===== src/rtl/motor_countdown_timer.sv =====
// Two-digit BCD motor run timer: counts down once per second while running, stops and pulses o_done at 00.
// All outputs registered (pulse at edge N visible after edge N); no backpressure, every input pulse is accepted.
module motor_countdown_timer #(
    parameter int CLK_HZ   = 100_000_000,
    parameter int STEP_SEC = 10
) (
    input  logic       i_clk,
    input  logic       i_reset_n,
    input  logic       i_add,
    input  logic       i_run_toggle,
    input  logic       i_clear,
    output logic [3:0] o_sec_10,
    output logic [3:0] o_sec_1,
    output logic       o_running,
    output logic       o_done
);

    localparam int            PW        = (CLK_HZ > 1) ? $clog2(CLK_HZ) : 1;
    localparam logic [PW-1:0] PRESC_MAX = PW'(CLK_HZ - 1);
    localparam logic [7:0]    STEP      = 8'(STEP_SEC);

    typedef enum logic [1:0] {
        IDLE  = 2'd0,
        RUN   = 2'd1,
        PAUSE = 2'd2
    } state_t;

    state_t        state;
    logic [PW-1:0] presc;

    logic          tick;
    logic [6:0]    cur_val;
    logic [6:0]    dec_val;
    logic [7:0]    sum_val;
    logic [6:0]    nxt_val;
    logic [3:0]    nxt_tens;
    logic [3:0]    nxt_ones;

    // Arithmetic is done on the binary equivalent, then split back into BCD,
    // so tick and add in the same cycle compose as sat99(value - 1 + STEP).
    always_comb begin
        tick    = (state == RUN) && (presc == PRESC_MAX);
        cur_val = {3'b000, o_sec_10} * 7'd10 + {3'b000, o_sec_1};
        dec_val = cur_val;
        if (tick && (cur_val != 7'd0)) begin
            dec_val = cur_val - 7'd1;
        end
        sum_val = {1'b0, dec_val};
        if (i_add) begin
            sum_val = sum_val + STEP;
        end
        nxt_val  = (sum_val > 8'd99) ? 7'd99 : sum_val[6:0];
        nxt_tens = 4'(nxt_val / 7'd10);
        nxt_ones = 4'(nxt_val % 7'd10);
    end

    always_ff @(posedge i_clk or negedge i_reset_n) begin
        if (!i_reset_n) begin
            state     <= IDLE;
            presc     <= '0;
            o_sec_10  <= 4'd0;
            o_sec_1   <= 4'd0;
            o_running <= 1'b0;
            o_done    <= 1'b0;
        end else begin
            o_done <= 1'b0;
            if (i_clear) begin
                state     <= IDLE;
                presc     <= '0;
                o_sec_10  <= 4'd0;
                o_sec_1   <= 4'd0;
                o_running <= 1'b0;
            end else begin
                o_sec_10 <= nxt_tens;
                o_sec_1  <= nxt_ones;
                case (state)
                    IDLE: begin
                        // Start decision uses the pre-add time, so add+toggle from 00 stays idle.
                        if (i_run_toggle && (cur_val != 7'd0)) begin
                            state     <= RUN;
                            o_running <= 1'b1;
                            presc     <= '0;
                        end
                    end
                    RUN: begin
                        presc <= tick ? '0 : presc + PW'(1);
                        if (tick && (nxt_val == 7'd0)) begin
                            state     <= IDLE;
                            o_running <= 1'b0;
                            o_done    <= 1'b1;
                        end else if (i_run_toggle) begin
                            state     <= PAUSE;
                            o_running <= 1'b0;
                        end
                    end
                    PAUSE: begin
                        // Prescaler holds here so a resume finishes the partial second.
                        if (i_run_toggle) begin
                            state     <= RUN;
                            o_running <= 1'b1;
                        end
                    end
                    default: begin
                        state     <= IDLE;
                        o_running <= 1'b0;
                    end
                endcase
            end
        end
    end

endmodule


===== config.mk =====
export PLATFORM = sky130hd
export DESIGN_NAME = motor_countdown_timer
export DESIGN_NICKNAME = d
export VERILOG_FILES = /design/src/rtl/motor_countdown_timer.sv
export SDC_FILE = /design/constraint.sdc
export NUM_CORES = 1
export LEC_CHECK = 0
export CAP_MARGIN = 20
export CORE_ASPECT_RATIO = 0.5
export CORE_MARGIN = 4
export CORE_UTILIZATION = 50
export CTS_BUF_LIST = sky130_fd_sc_hd__clkbuf_16
export DETAILED_ROUTE_END_ITERATION = 7
export GPL_TIMING_DRIVEN = 0
export HOLD_SLACK_MARGIN = 0.15
export PLACE_DENSITY = 0.7
export SYNTH_ARGS = -nofsm -noshare
export SYNTH_HDL_FRONTEND = slang
export SYNTH_SLANG_ARGS = --single-unit

===== constraint.sdc =====
create_clock -name i_clk -period 14.9 [get_ports i_clk]
set_input_delay 2.235 -clock i_clk [delete_from_list [all_inputs] [get_ports i_clk]]
set_output_delay 2.235 -clock i_clk [all_outputs]
set_load 0.005 [all_outputs]

# [Yosys cells after proc, flatten, opt, wreduce, memory -nomap -nowiden]
# Index checks and enable logic that the tools add are counted.
[totals] reg_bits=39 wordCells=54
[classes] magnitude_cmp=1 div_mod_pow=2 eq_ne=6 reduce_logical=10 mux=24 add_sub_neg=4 mul=1
[op_table] cell="$mux W27" count=3
[op_table] cell="$pmux W27 S2" count=1
[op_table] cell="$add A27 B1 Y27 const B" count=1
[op_table] cell="$eq A27 B27 Y1 const B" count=1
[op_table] cell="$mux W7" count=2
[op_table] cell="$mux W2" count=5
[op_table] cell="$add A7 B4 Y8 const B" count=1
[op_table] cell="$gt A8 B7 Y1 const B" count=1
[op_table] cell="$mux W1" count=8
[op_table] cell="$mux W4" count=2
[op_table] cell="$mux W8" count=1
[op_table] cell="$add A7 B4 Y7" count=1
[op_table] cell="$div A7 B4 Y7 const B" count=1
[op_table] cell="$logic_not A7 Y1" count=1
[op_table] cell="$mod A7 B4 Y7 const B" count=1
[op_table] cell="$reduce_bool A7 Y1" count=1
[op_table] cell="$sub A7 B1 Y7 const B" count=1
[op_table] cell="$mul A4 B3 Y6 const B" count=1
[op_table] cell="$ne A3 B3 Y1 const B" count=2
[op_table] cell="$pmux W2 S3" count=1
[op_table] cell="$logic_and A1 B1 Y1" count=4
[op_table] cell="$ne A4 B3 Y1 const B" count=1
[op_table] cell="$pmux W1 S3" count=1
[op_table] cell="$reduce_and A3 Y1" count=1
[op_table] cell="5 further kinds" count=5

# [Logic depth before layout (Yosys ltp)]
# Gate-level depths: netlist (run 1).
[logic_depth] word_depth=14 mapped_depth=31

# [Worst setup path after synthesis (run 1)]
# No wires, ideal clock.
[synth_timing] path_kind="register to register" from="register o_sec_10[1]" to="register o_sec_1[2]" stages_incl_launch_ff=32 synth_period_minus_slack_ps=6734 slack_ps=8166 required_time_ps=14821 t_arrival_ps=6655 setup_time_ps=79 path_cell_list="dfrtp_1 ha_1 ha_1 inv_1 fa_1 nand2b_1 nor4_1 and4b_1 clkbuf_1 a21oi_1 mux2i_1 ha_1 nand2b_1 or3_1 o41ai_1 a221oi_1 buf_2 ha_1 or3_1 a211oi_1 a41oi_1 o22ai_1 or2_1 nor2_1 o21a_1 nor2_1 ha_1 nor3_1 o211ai_1 o2111ai_2 nor2_2 mux2i_1"
[synth_between] elab_chain_cells=11 word_cells_on_any_way=12 cone_classes="add/sub: 3; mul: 1; div: 1; order compare: 1; mux: 4; reduce/logical: 2"
[synth_rtl] element="from (decl)" line="12" text="output logic [3:0] o_sec_10,"
[synth_rtl] element="from (signal assigned)" line="74" text="o_sec_10 <= nxt_tens;"
[synth_rtl] element="$mul A4 B3 Y6 *" line="43" text="cur_val = {3'b000, o_sec_10} * 7'd10 + {3'b000, o_sec_1};"
[synth_rtl] element="$add A7 B4 Y7 *" line="43"
[synth_rtl] element="parallel branches: the longest is 2 deep, another holds $sub A7 B1 Y7"
[synth_rtl] element="$mux W7 *" line="45" text="if (tick && (cur_val != 7'd0)) begin"
[synth_rtl] element="$add A7 B4 Y8" line="50" text="sum_val = sum_val + STEP;"
[synth_rtl] element="$mux W8 *" line="49" text="if (i_add) begin"
[synth_rtl] element="$gt A8 B7 Y1" line="52" text="nxt_val = (sum_val > 8'd99) ? 7'd99 : sum_val[6:0];"
[synth_rtl] element="$mux W7 *" line="52"
[synth_rtl] element="$mod A7 B4 Y7 *" line="54" text="nxt_ones = 4'(nxt_val % 7'd10);"
[synth_rtl] element="$mux W4 *" line="67" text="if (i_clear) begin"
[synth_rtl] element="to (signal assigned)" line="75" text="o_sec_1 <= nxt_ones;"
[synth_rtl] element="to (decl)" line="13" text="output logic [3:0] o_sec_1,"
# Mark *: on every way between the ends.
# A chain may end at the register's enable or synchronous reset.

# [Worst setup path after layout (run 1)]
# Same ends and word-level chain as after synthesis.

==> qor.yml, run 1 <==
synthesis:
  synth-xor-area-share_pct: 5.633
  ys_seq_area_share_pct: 28.72
  synth.largest_area_cell: "dfrtp_1"
  ys_ff_latch: 39
  netlist_area_um2: 3398
  syn_inst: 414
  synthFlopType: "dfrtp_1"
  synthSimpleGateAreaFrac_pct: 29.86
  yosysWarnings: 0
  synthAdderAreaFrac_pct: 5.596
  synth.most_common_cell: "nor2_1"
  synth_edf_count: 0
  synth_compound_gate_area_share_pct: 25.85
  synth_cell_type_count: 77
  synth_area_leaders: "dfrtp_1 (29%), o21ai_0 (5.3%), nor2_1 (4.5%), ha_1 (4.4%), nand2_1 (4.0%)"
  synthMuxAreaShare_pct: 0.9205
  synth_top_family_by_area: "simple AND/OR/NAND/NOR gates"
  postSynthAreaPerCell_um2: 8.208
  synth.net_count: 433
  synth_top_area_share_pct: 28.72
  async_reset_ff_share_pct: 100.0
  synth.cells.most_frequent: "nor2_1 (41), dfrtp_1 (39), nand2_1 (36), o21ai_0 (36), a21oi_1 (22)"
timing:
  finalCritPeriodShare_pct: 53.40
  layout_setup_ws_ns: 6.944
  whs_ns: 0.5104
  timing.fmax_ghz: 0.1257
  rsz0062_at_grt: "false"
  maxSlewViolCount: 0
  fin_crit_ns: 7.956
  worstMarginPinSlew_ns: 0.8860
  maxSlewHeadroom_pct: 40.66
  tns_ns: 0
  skew_ns: 0.006482
  hold_viol_final: 0
  setup_viol: 0
grt:
  grt_usage_pct: 22.47
  grt_pass1_wl_um: 15350
  grt_pass1_vias: 3212
  antenna_found_initial: 0
  grt_max_degree: 40
  grt-ovfl-total: 0
cells_and_area:
  finalNetCount: 454
  drive_above_1_share_pct: 9.425
  area_delta_synth_final_pct: 11.89
  design_area_um2: 3802
  fillCellCount: 543
  final_cells: 523
  final_core_util_pct: 60.06
  antenna_cells: 0
drt:
  first_iter_violations: 382
  routed_wl_um: 8888
  postRouteAntennaNets: 0
  drt_first_pass_iters: 5
  vias: 3352
  routed_via_density: 6.409
  drc: 0
  wire_per_inst_um: 16.99
pwr:
  power_leakage_nw: 1.502
  p_comb_share_pct: 74.3
  power.density_nw_per_um2: 246.2
  ir_drop_mv: 0.1195
  p_sw_mw: 0.4670
  p_clk_share_pct: 12.2
  power.internal_mw: 0.4692
  total_power_mw: 0.9362
  netSwitchingFraction_pct: 49.88
  seqPwrFrac_pct: 13.5
clock_tree:
  clock_sinks: 39
  ctsHoldBuffers: 0
  htree_levels: 2
  clockBufferDepth: 2
  cts-resized-gates: 0
  clk_pin_slew_ns: 0.05
  cts_setup_buffers: 0
  clock_latency_ns: 0.28
  root_buffer: "clkbuf_16"
  cts_tree: "yes"
  cts_buffers: 5
critical_path:
  cp_slowest_cell: "mux2i_1"
  crit_type: "flip-flop to flip-flop"
  crit_path_frequent_cell: "ha_1"
  critPathMaxFanout: 7
  crit_path_start_kind: "flip-flop"
  required_ns: 15.09
  slowest_delay_ns: 0.55
  cp-end-kind: "flip-flop"
  r2r_start: "o_sec_10[1]"
  startpoint: "o_sec_10[1]"
  arrival_ns: 8.15
min_path:
  min_from: "presc[3]"
  hold_class: "flip-flop to flip-flop"
floorplanning:
  core_area_um2: 6331
  initial_core_util_pct: 53.68
  die_w_um: 124.6
  ios: 15
  die_h_um: 66.30
  placementRows: 20
  dieArea_um2: 8260
outcome:
  status: "completed"
placement:
  dpl-instance-area_um2: 3643
  dp_slack_ns: 7.073
  place_inst: 516
  io_buffers: 14
  hpwlAfterDp_um: 6740
  place_congestion: 0.9177
job:
  maxCapViolCount: 0
[placed cells by master (no fill, tap or decap), types with 5 or more instances in the layout]
master,netlist,routed
nor2_1,41,41
dfrtp_1,39,39
nand2_1,36,36
o21ai_0,36,36
a21oi_1,22,22
inv_1,17,18
nand3_1,15,15
and3_1,13,13
clkdlybuf4s50_1,0,13
nor3_1,12,12
ha_1,12,12
xor2_1,11,11
nand4_1,11,11
a31oi_1,10,10
xnor2_1,9,9
clkbuf_1,9,9
nor4_1,9,9
nor2b_1,5,5
o31ai_1,5,5
or2_2,5,5
or3_1,5,5
clkbuf_16,0,5
[kinds of logic (layout without fill, tap and decap cells)]
| kind of cell | Yosys count | in the layout |
|---|---|---|
| mux | 3 | 3 |
| compound gates | 120 | 120 |
| simple gates | 187 | 187 |
| fa+ha+maj | 14 | 14 |
| xor+xnor | 21 | 21 |
| flops | 39 | 39 |
| buf+inv | 30 | 51 |
[power by group through the flow]
stage / Combinational [mW] / Clock [mW] / Sequential (mW)
6_report: 0.695 / 0.114 / 0.127
5_1_grt: 0.765 / 0.124 / 0.128
4_1_cts: 0.682 / 0.117 / 0.127
3_5_place_dp: 0.677 / 0 / 0.128
3_3_place_gp: 0.656 / 0 / 0.128
2_1_floorplan: 0.531 / 0 / 0.127
[worst max-delay path, delay by kind of cell (launching register included)]
kind | cells | cell delay (ns)
muxes | 2 | 0.77
DFF | 1 | 0.41
and+or+nand+nor | 10 | 2.17
AOI/OAI and AO/OA | 11 | 2.42
adders and majority gates | 6 | 1.79
buffers and inverters | 2 | 0.29
[registers in the layout, summed over array words and instances (netlist names)]
name and cells:
o_done 1, o_running 1, o_sec_1 4, o_sec_10 4, presc 27, state 2
[final timing paths]
path / to / slack [ns] / depth (start not counted)
worst max-delay path: o_sec_1[2] / 6.94 / 31
worst min-delay path: presc[3] / 0.51 / 1
worst max register to register: o_sec_1[2] / 6.94 / 31
worst min register to register: presc[3] / 0.51 / 1
max in group asynchronous: o_sec_1[2] / 12.30 / 1
min in group asynchronous: presc[13] / 2.06 / 1
[cell type report]
type                            instances  area [um^2]  area share (%)
Buffer                                 13        52.55           1.382
Inverter                               17        63.81           1.678
Sequential cell                        39        975.9           25.67
Tap cell                               88        110.1           2.896
Clock buffer                            5        125.1           3.291
Clock inverter                          2        33.78          0.8884
Timing Repair Buffer                   14        135.1           3.554
Multi-Input combinational cell        345         2306           60.64
[metal layers]
layer	vias up	wire, um	track usage, %
li1	1596	-	-
met1	1599	4145	30.31
met2	139	4061	38.98
met3	18	565	3.306
met4	0	115	4.372
met5	-	0	0
(Power assumes the default switching activity.)
==> inputs of run 2 (changes only) <==
PLACE_DENSITY = 0.72   (was 0.7)
clock period = 7.1 ns   (was 14.9 ns; I/O delays follow)
==> qor.yml, run 2 (synthesis gave the netlist of run 1 again) <==
drt:
  routed_via_density: 6.303  # was 6.409
  vias: 3391  # was 3352
  wire_per_inst_um: 16.82  # was 16.99 um
  postRouteAntennaNets: 0  # unchanged
  routed_wl_um: 9047  # was 8888 um
  first_iter_violations: 317  # was 382
  drc: 0  # unchanged
  drt_first_pass_iters: 6  # was 5
critical_path:
  crit_path_frequent_cell: "buf_4"  # was ha_1
  slowest_delay_ns: 0.46  # was 0.55 ns
  critPathMaxFanout: 6  # was 7
  reg2reg_depth: 31  # unchanged
  cp-end-kind: "flip-flop"  # unchanged
  crit_type: "flip-flop to flip-flop"  # unchanged
  r2r_slack_ns: 0.21  # was 6.94 ns
  cp_slowest_cell: "fa_1"  # was mux2i_1
  rr_endpoint: "o_sec_1[1]"  # was o_sec_1[2]
  required_ns: 7.26  # was 15.09 ns
  crit_path_start_kind: "flip-flop"  # unchanged
  r2r_start: "o_sec_10[1]"  # unchanged
  arrival_ns: 7.05  # was 8.15 ns
cells_and_area:
  drive_above_1_share_pct: 17.33  # was 9.425%
  reg.largest.list: "presc (27), o_sec_10 (4), o_sec_1 (4)"  # unchanged
  fillCellCount: 525  # was 543
  largest_register: "presc"  # unchanged
  final_cell_mix: "nor2_1 (41), dfrtp_1 (38), nand2_1 (36), o21ai_0 (36), a21oi_1 (19)"  # was nor2_1 (41), dfrtp_1 (39), nand2_1 (36), o21ai_0 (36), a21oi_1 (22)
  antenna_cells: 0  # unchanged
  area_delta_synth_final_pct: 18.81  # was 11.89%
  final_cells: 538  # was 523
  final_core_util_pct: 63.77  # was 60.06%
  finalNetCount: 468  # was 454
  mostFrequentLayoutCell: "nor2_1"  # unchanged
  largest_register_ffs: 27  # unchanged
  design_area_um2: 4038  # was 3802 um^2
timing:
  setup_viol: 0  # unchanged
  fin_crit_ns: 6.894  # was 7.956 ns
  hold_viol_final: 0  # unchanged
  maxSlewHeadroom_pct: 41.94  # was 40.66%
  maxSlewViolCount: 0  # unchanged
  skew_ns: 0.004411  # was 0.006482 ns
  worstMarginPinSlew_ns: 0.8669  # was 0.8860 ns
  finalCritPeriodShare_pct: 97.10  # was 53.40%
  timing.fmax_ghz: 0.1450  # was 0.1257 GHz
grt:
  grt_usage_pct: 21.76  # was 22.47%
  grt_pass1_vias: 3069  # was 3212
  grt-ovfl-total: 0  # unchanged
  grt_pass1_wl_um: 14960  # was 15350 um
  grt_max_degree: 40  # unchanged
  antenna_found_initial: 0  # unchanged
floorplanning:
  initial_core_util_pct: 53.68  # unchanged
  dieArea_um2: 8260  # unchanged
  placementRows: 20  # unchanged
  ios: 15  # unchanged
  die_w_um: 124.6  # unchanged
  die_h_um: 66.30  # unchanged
  core_area_um2: 6331  # unchanged
clock_tree:
  clockBufferDepth: 2  # unchanged
  clk_pin_slew_ns: 0.06  # was 0.05 ns
  cts_buffers: 5  # unchanged
  root_buffer: "clkbuf_16"  # unchanged
  htree_levels: 2  # unchanged
  cts_tree: "yes"  # unchanged
  ctsHoldBuffers: 0  # unchanged
  clock_latency_ns: 0.27  # was 0.28 ns
  clock_sinks: 39  # unchanged
placement:
  hpwlAfterDp_um: 6766  # was 6740 um
  place_congestion: 0.9375  # was 0.9177
  place_inst: 516  # unchanged
  dpl-instance-area_um2: 3643  # unchanged
  io_buffers: 14  # unchanged
pwr:
  power_leakage_nw: 1.622  # was 1.502 nW
  power.density_nw_per_um2: 548.8  # was 246.2 nW/um^2
  ir_drop_mv: 0.2339  # was 0.1195 mV
min_path:
  hold_class: "flip-flop to flip-flop"  # unchanged
  hold_path_end: "presc[3]"  # unchanged
  worstHoldPathCells: 1  # unchanged
  min_from: "presc[3]"  # unchanged
job:
  maxCapViolCount: 0  # unchanged
outcome:
  status: "completed"  # unchanged
[run 2: what timing repair did]
item                                    in CTS  in global routing
setup buffers                                5                 10
endpoints found under the hold margin        0                  0
resized for setup                            6                 24
endpoints found under the setup margin       4                  4
pin swaps                                    4                 10
[run 2: through the flow]
stage          power [mW]  setup WS [ns]  TNS [ns]  hold slack (ns)
2_1_floorplan       1.381         0.3662         0           0.4699
3_3_place_gp        1.636        -0.4923    -1.697           0.4974
3_5_place_dp        1.680        -0.7129    -2.614           0.5131
4_1_cts             1.965        0.01028         0           0.5257
5_1_grt             2.377       -0.08966   -0.2639           0.5502
6_report            2.216         0.2056         0           0.5234
[run 2: metal layers]
| layer | global-route usage (%) | share of wire (%) | up-vias |
|---|---|---|---|
| li1 | - | - | 1627 |
| met1 | 29.86 | 46 | 1627 |
| met2 | 37.37 | 47 | 126 |
| met3 | 3.065 | 5.9 | 11 |
| met4 | 3.962 | 0.83 | 0 |
| met5 | 0 | 0 | - |
[run 2: worst max-delay path: cells and delay by family, from the launching register on]
family | cells | cell delay, ns
buffers and inverters | 4 | 0.55
AOI/OAI and AO/OA | 11 | 2.07
adders and majority gates | 6 | 1.55
and+or+nand+nor | 10 | 2.18
DFF | 1 | 0.43
[run 2: report_power, final]
group	switching, mW	total (mW)	internal [mW]
sequential	0.0176	0.266	0.248
clock	0.0799	0.206	0.126
combinational	0.977	1.74	0.767
[run 2: area by class of cell]
class | count | area [um^2] | share of cell area, %
Clock buffer | 5 | 125.1 | 3.099
Inverter | 17 | 63.81 | 1.580
Timing Repair Buffer | 29 | 247.7 | 6.136
Multi-Input combinational cell | 345 | 2451 | 60.71
Tap cell | 88 | 110.1 | 2.727
Buffer | 12 | 51.30 | 1.271
Sequential cell | 39 | 977.2 | 24.20
Clock inverter | 3 | 11.26 | 0.2789
[run 2: worst max path at each step]
stage | depth (start not counted) | slack, ns | start | endpoint
floorplan | 31 | 0.37 | o_sec_10[1] | o_sec_1[2]
global placement | 31 | -0.49 | o_sec_10[1] | o_sec_1[2]
detailed placement | 31 | -0.71 | o_sec_10[1] | o_sec_1[2]
CTS | 30 | 0.01 | o_sec_10[1] | o_sec_1[2]
global route | 31 | -0.09 | o_sec_10[1] | o_sec_1[1]
finish | 31 | 0.21 | o_sec_10[1] | o_sec_1[1]
==> inputs of run 3 (changes only) <==
CTS_BUF_LIST = sky130_fd_sc_hd__clkbuf_8   (was sky130_fd_sc_hd__clkbuf_16)
==> qor.yml, run 3 (synthesis gave the netlist of run 1 again) <==
clock_tree:
  cts_tree: "yes"  # unchanged
  ctsHoldBuffers: 0  # unchanged
  clockBufferDepth: 2  # unchanged
  clock_latency_ns: 0.28  # was 0.27 ns
  htree_levels: 2  # unchanged
  cts_buffers: 5  # unchanged
  clock_sinks: 39  # unchanged
  root_buffer: "clkbuf_8"  # was clkbuf_16
  clk_pin_slew_ns: 0.08  # was 0.06 ns
timing:
  maxSlewHeadroom_pct: 40.09  # was 41.94%
  hold_viol_final: 0  # unchanged
  timing.fmax_ghz: 0.1445  # was 0.1450 GHz
  finalCritPeriodShare_pct: 97.48  # was 97.10%
  setup_viol: 0  # unchanged
  worstMarginPinSlew_ns: 0.8945  # was 0.8669 ns
  whs_ns: 0.5264  # was 0.5234 ns
  maxSlewViolCount: 0  # unchanged
  layout_setup_ws_ns: 0.1788  # was 0.2056 ns
  skew_ns: 0.007471  # was 0.004411 ns
  fin_crit_ns: 6.921  # was 6.894 ns
floorplanning:
  placementRows: 20  # unchanged
  initial_core_util_pct: 53.68  # unchanged
  ios: 15  # unchanged
  dieArea_um2: 8260  # unchanged
  core_area_um2: 6331  # unchanged
  die_w_um: 124.6  # unchanged
  die_h_um: 66.30  # unchanged
drt:
  wire_per_inst_um: 16.74  # was 16.82 um
  drc: 0  # unchanged
  postRouteAntennaNets: 0  # unchanged
  routed_via_density: 6.199  # was 6.303
  vias: 3335  # was 3391
  routed_wl_um: 9005  # was 9047 um
  first_iter_violations: 317  # unchanged
  drt_first_pass_iters: 6  # unchanged
critical_path:
  rr_endpoint: "o_sec_1[1]"  # unchanged
  r2r_start: "o_sec_10[1]"  # unchanged
  arrival_ns: 7.08  # was 7.05 ns
  cp-end-kind: "flip-flop"  # unchanged
  critPathMaxFanout: 6  # unchanged
  slowest_delay_ns: 0.46  # about the same
  r2r_slack_ns: 0.18  # was 0.21 ns
  crit_path_start_kind: "flip-flop"  # unchanged
  crit_type: "flip-flop to flip-flop"  # unchanged
  crit_path_frequent_cell: "buf_4"  # unchanged
  required_ns: 7.26  # about the same
  reg2reg_depth: 31  # unchanged
  cp_slowest_cell: "fa_1"  # unchanged
cells_and_area:
  area_delta_synth_final_pct: 17.75  # was 18.81%
  largest_register: "presc"  # unchanged
  fillCellCount: 532  # was 525
  final_cell_mix: "nor2_1 (41), dfrtp_1 (38), nand2_1 (36), o21ai_0 (36), a21oi_1 (19)"  # unchanged
  finalNetCount: 468  # unchanged
  mostFrequentLayoutCell: "nor2_1"  # unchanged
  reg.largest.list: "presc (27), o_sec_10 (4), o_sec_1 (4)"  # unchanged
  antenna_cells: 0  # unchanged
  largest_register_ffs: 27  # unchanged
  drive_above_1_share_pct: 17.78  # was 17.33%
pwr:
  seqPwrFrac_pct: 12.2  # was 12.0%
  p_comb_share_pct: 80.4  # was 78.7%
  ir_drop_mv: 0.2346  # was 0.2339 mV
  power_leakage_nw: 1.608  # was 1.622 nW
  p_sw_mw: 1.069  # was 1.075 mW
  p_clk_share_pct: 7.4  # was 9.3%
  netSwitchingFraction_pct: 49.25  # was 48.50%
  power.internal_mw: 1.102  # was 1.141 mW
  power.density_nw_per_um2: 542.4  # was 548.8 nW/um^2
grt:
  grt_max_degree: 40  # unchanged
  grt_pass1_vias: 3087  # was 3069
  globalRouteMet3Util_pct: 3.065  # unchanged
  grt-busiest-layer: "met2"  # unchanged
  antenna_found_initial: 0  # unchanged
  use_met1_pct: 30.02  # was 29.86%
  grt-ovfl-total: 0  # unchanged
  grt_usage_pct: 21.82  # was 21.76%
  met2_usage_pct: 37.77  # was 37.37%
  grt_pass1_wl_um: 15040  # was 14960 um
min_path:
  min_from: "presc[3]"  # unchanged
  worstHoldPathCells: 1  # unchanged
  hold_path_end: "presc[3]"  # unchanged
  hold_class: "flip-flop to flip-flop"  # unchanged
job:
  maxCapViolCount: 0  # unchanged
outcome:
  status: "completed"  # unchanged
placement:
  place_congestion: 0.9375  # unchanged
  io_buffers: 14  # unchanged
  hpwlAfterDp_um: 6766  # unchanged
  dp_slack_ns: -0.7129  # unchanged
## run 3: cell count changes in the layout (fill, tap and decap cells not counted)
cell       before  now
clkbuf_8        0    7
clkbuf_16       5    0
clkinv_1        2    0
## run 3: area by class of cell
class / instances / area (um^2) / area share [%]
Multi-Input combinational cell: 345 / 2451 / 61.26
Buffer: 12 / 51.30 / 1.282
Clock inverter: 1 / 3.754 / 0.09381
Sequential cell: 39 / 977.2 / 24.42
Clock buffer: 7 / 96.34 / 2.408
Timing Repair Buffer: 29 / 247.7 / 6.191
Inverter: 17 / 63.81 / 1.595
Tap cell: 88 / 110.1 / 2.752
## run 3: worst max-delay path by stage
| stage | start | slack, ns | cells after the start | endpoint |
|---|---|---|---|---|
| after detailed placement | o_sec_10[1] | -0.71 | 31 | o_sec_1[2] |
| after global placement | o_sec_10[1] | -0.49 | 31 | o_sec_1[2] |
| after global routing | o_sec_10[1] | -0.09 | 31 | o_sec_1[1] |
| after CTS | o_sec_10[1] | 0.007 | 30 | o_sec_1[2] |
| after floorplan | o_sec_10[1] | 0.37 | 31 | o_sec_1[2] |
| final | o_sec_10[1] | 0.18 | 31 | o_sec_1[1] |
## run 3: metal layers
layer / wire [um] / up-vias
met3: 470 / 10
met2: 4207 / 115
met4: 91 / 0
li1: - / 1622
met1: 4236 / 1588
met5: 0 / -
## run 3: critical path: cells and delay by family (launching register included)
family	cells	cell delay, ns
buffers and inverters	4	0.55
adders and majority gates	6	1.55
and+or+nand+nor	10	2.20
AOI/OAI and AO/OA	11	2.07
DFF	1	0.43
## run 3: power by group through the flow
| stage | registers [mW] | logic, mW | clock network, mW |
|---|---|---|---|
| 2_1_floorplan | 0.267 | 1.11 | 0 |
| 3_3_place_gp | 0.269 | 1.37 | 0 |
| 3_5_place_dp | 0.270 | 1.41 | 0 |
| 4_1_cts | 0.266 | 1.49 | 0.163 |
| 5_1_grt | 0.268 | 1.89 | 0.176 |
| 6_report | 0.265 | 1.74 | 0.160 |
## run 3: through the flow
stage	TNS [ns]	cells	power, mW	area (um^2)	utilization, %
finish	0	538	2.170	4001	63.20
global route	-0.2729	538	2.332	4001	63.20
CTS	0	528	1.919	3809	60.16
detailed placement	-2.614	516	1.680	3643	57.55
global placement	-1.697	516	1.636	3649	57.63
floorplan	0	414	1.381	3398	-
## run 3: what timing repair did
item                                   in CTS  in global routing
setup buffers                               5                 10
endpoints found under the hold margin       0                  0
resized for setup                           6                 24
setup endpoints to repair                   4                  4
pin swaps                                   4                 10
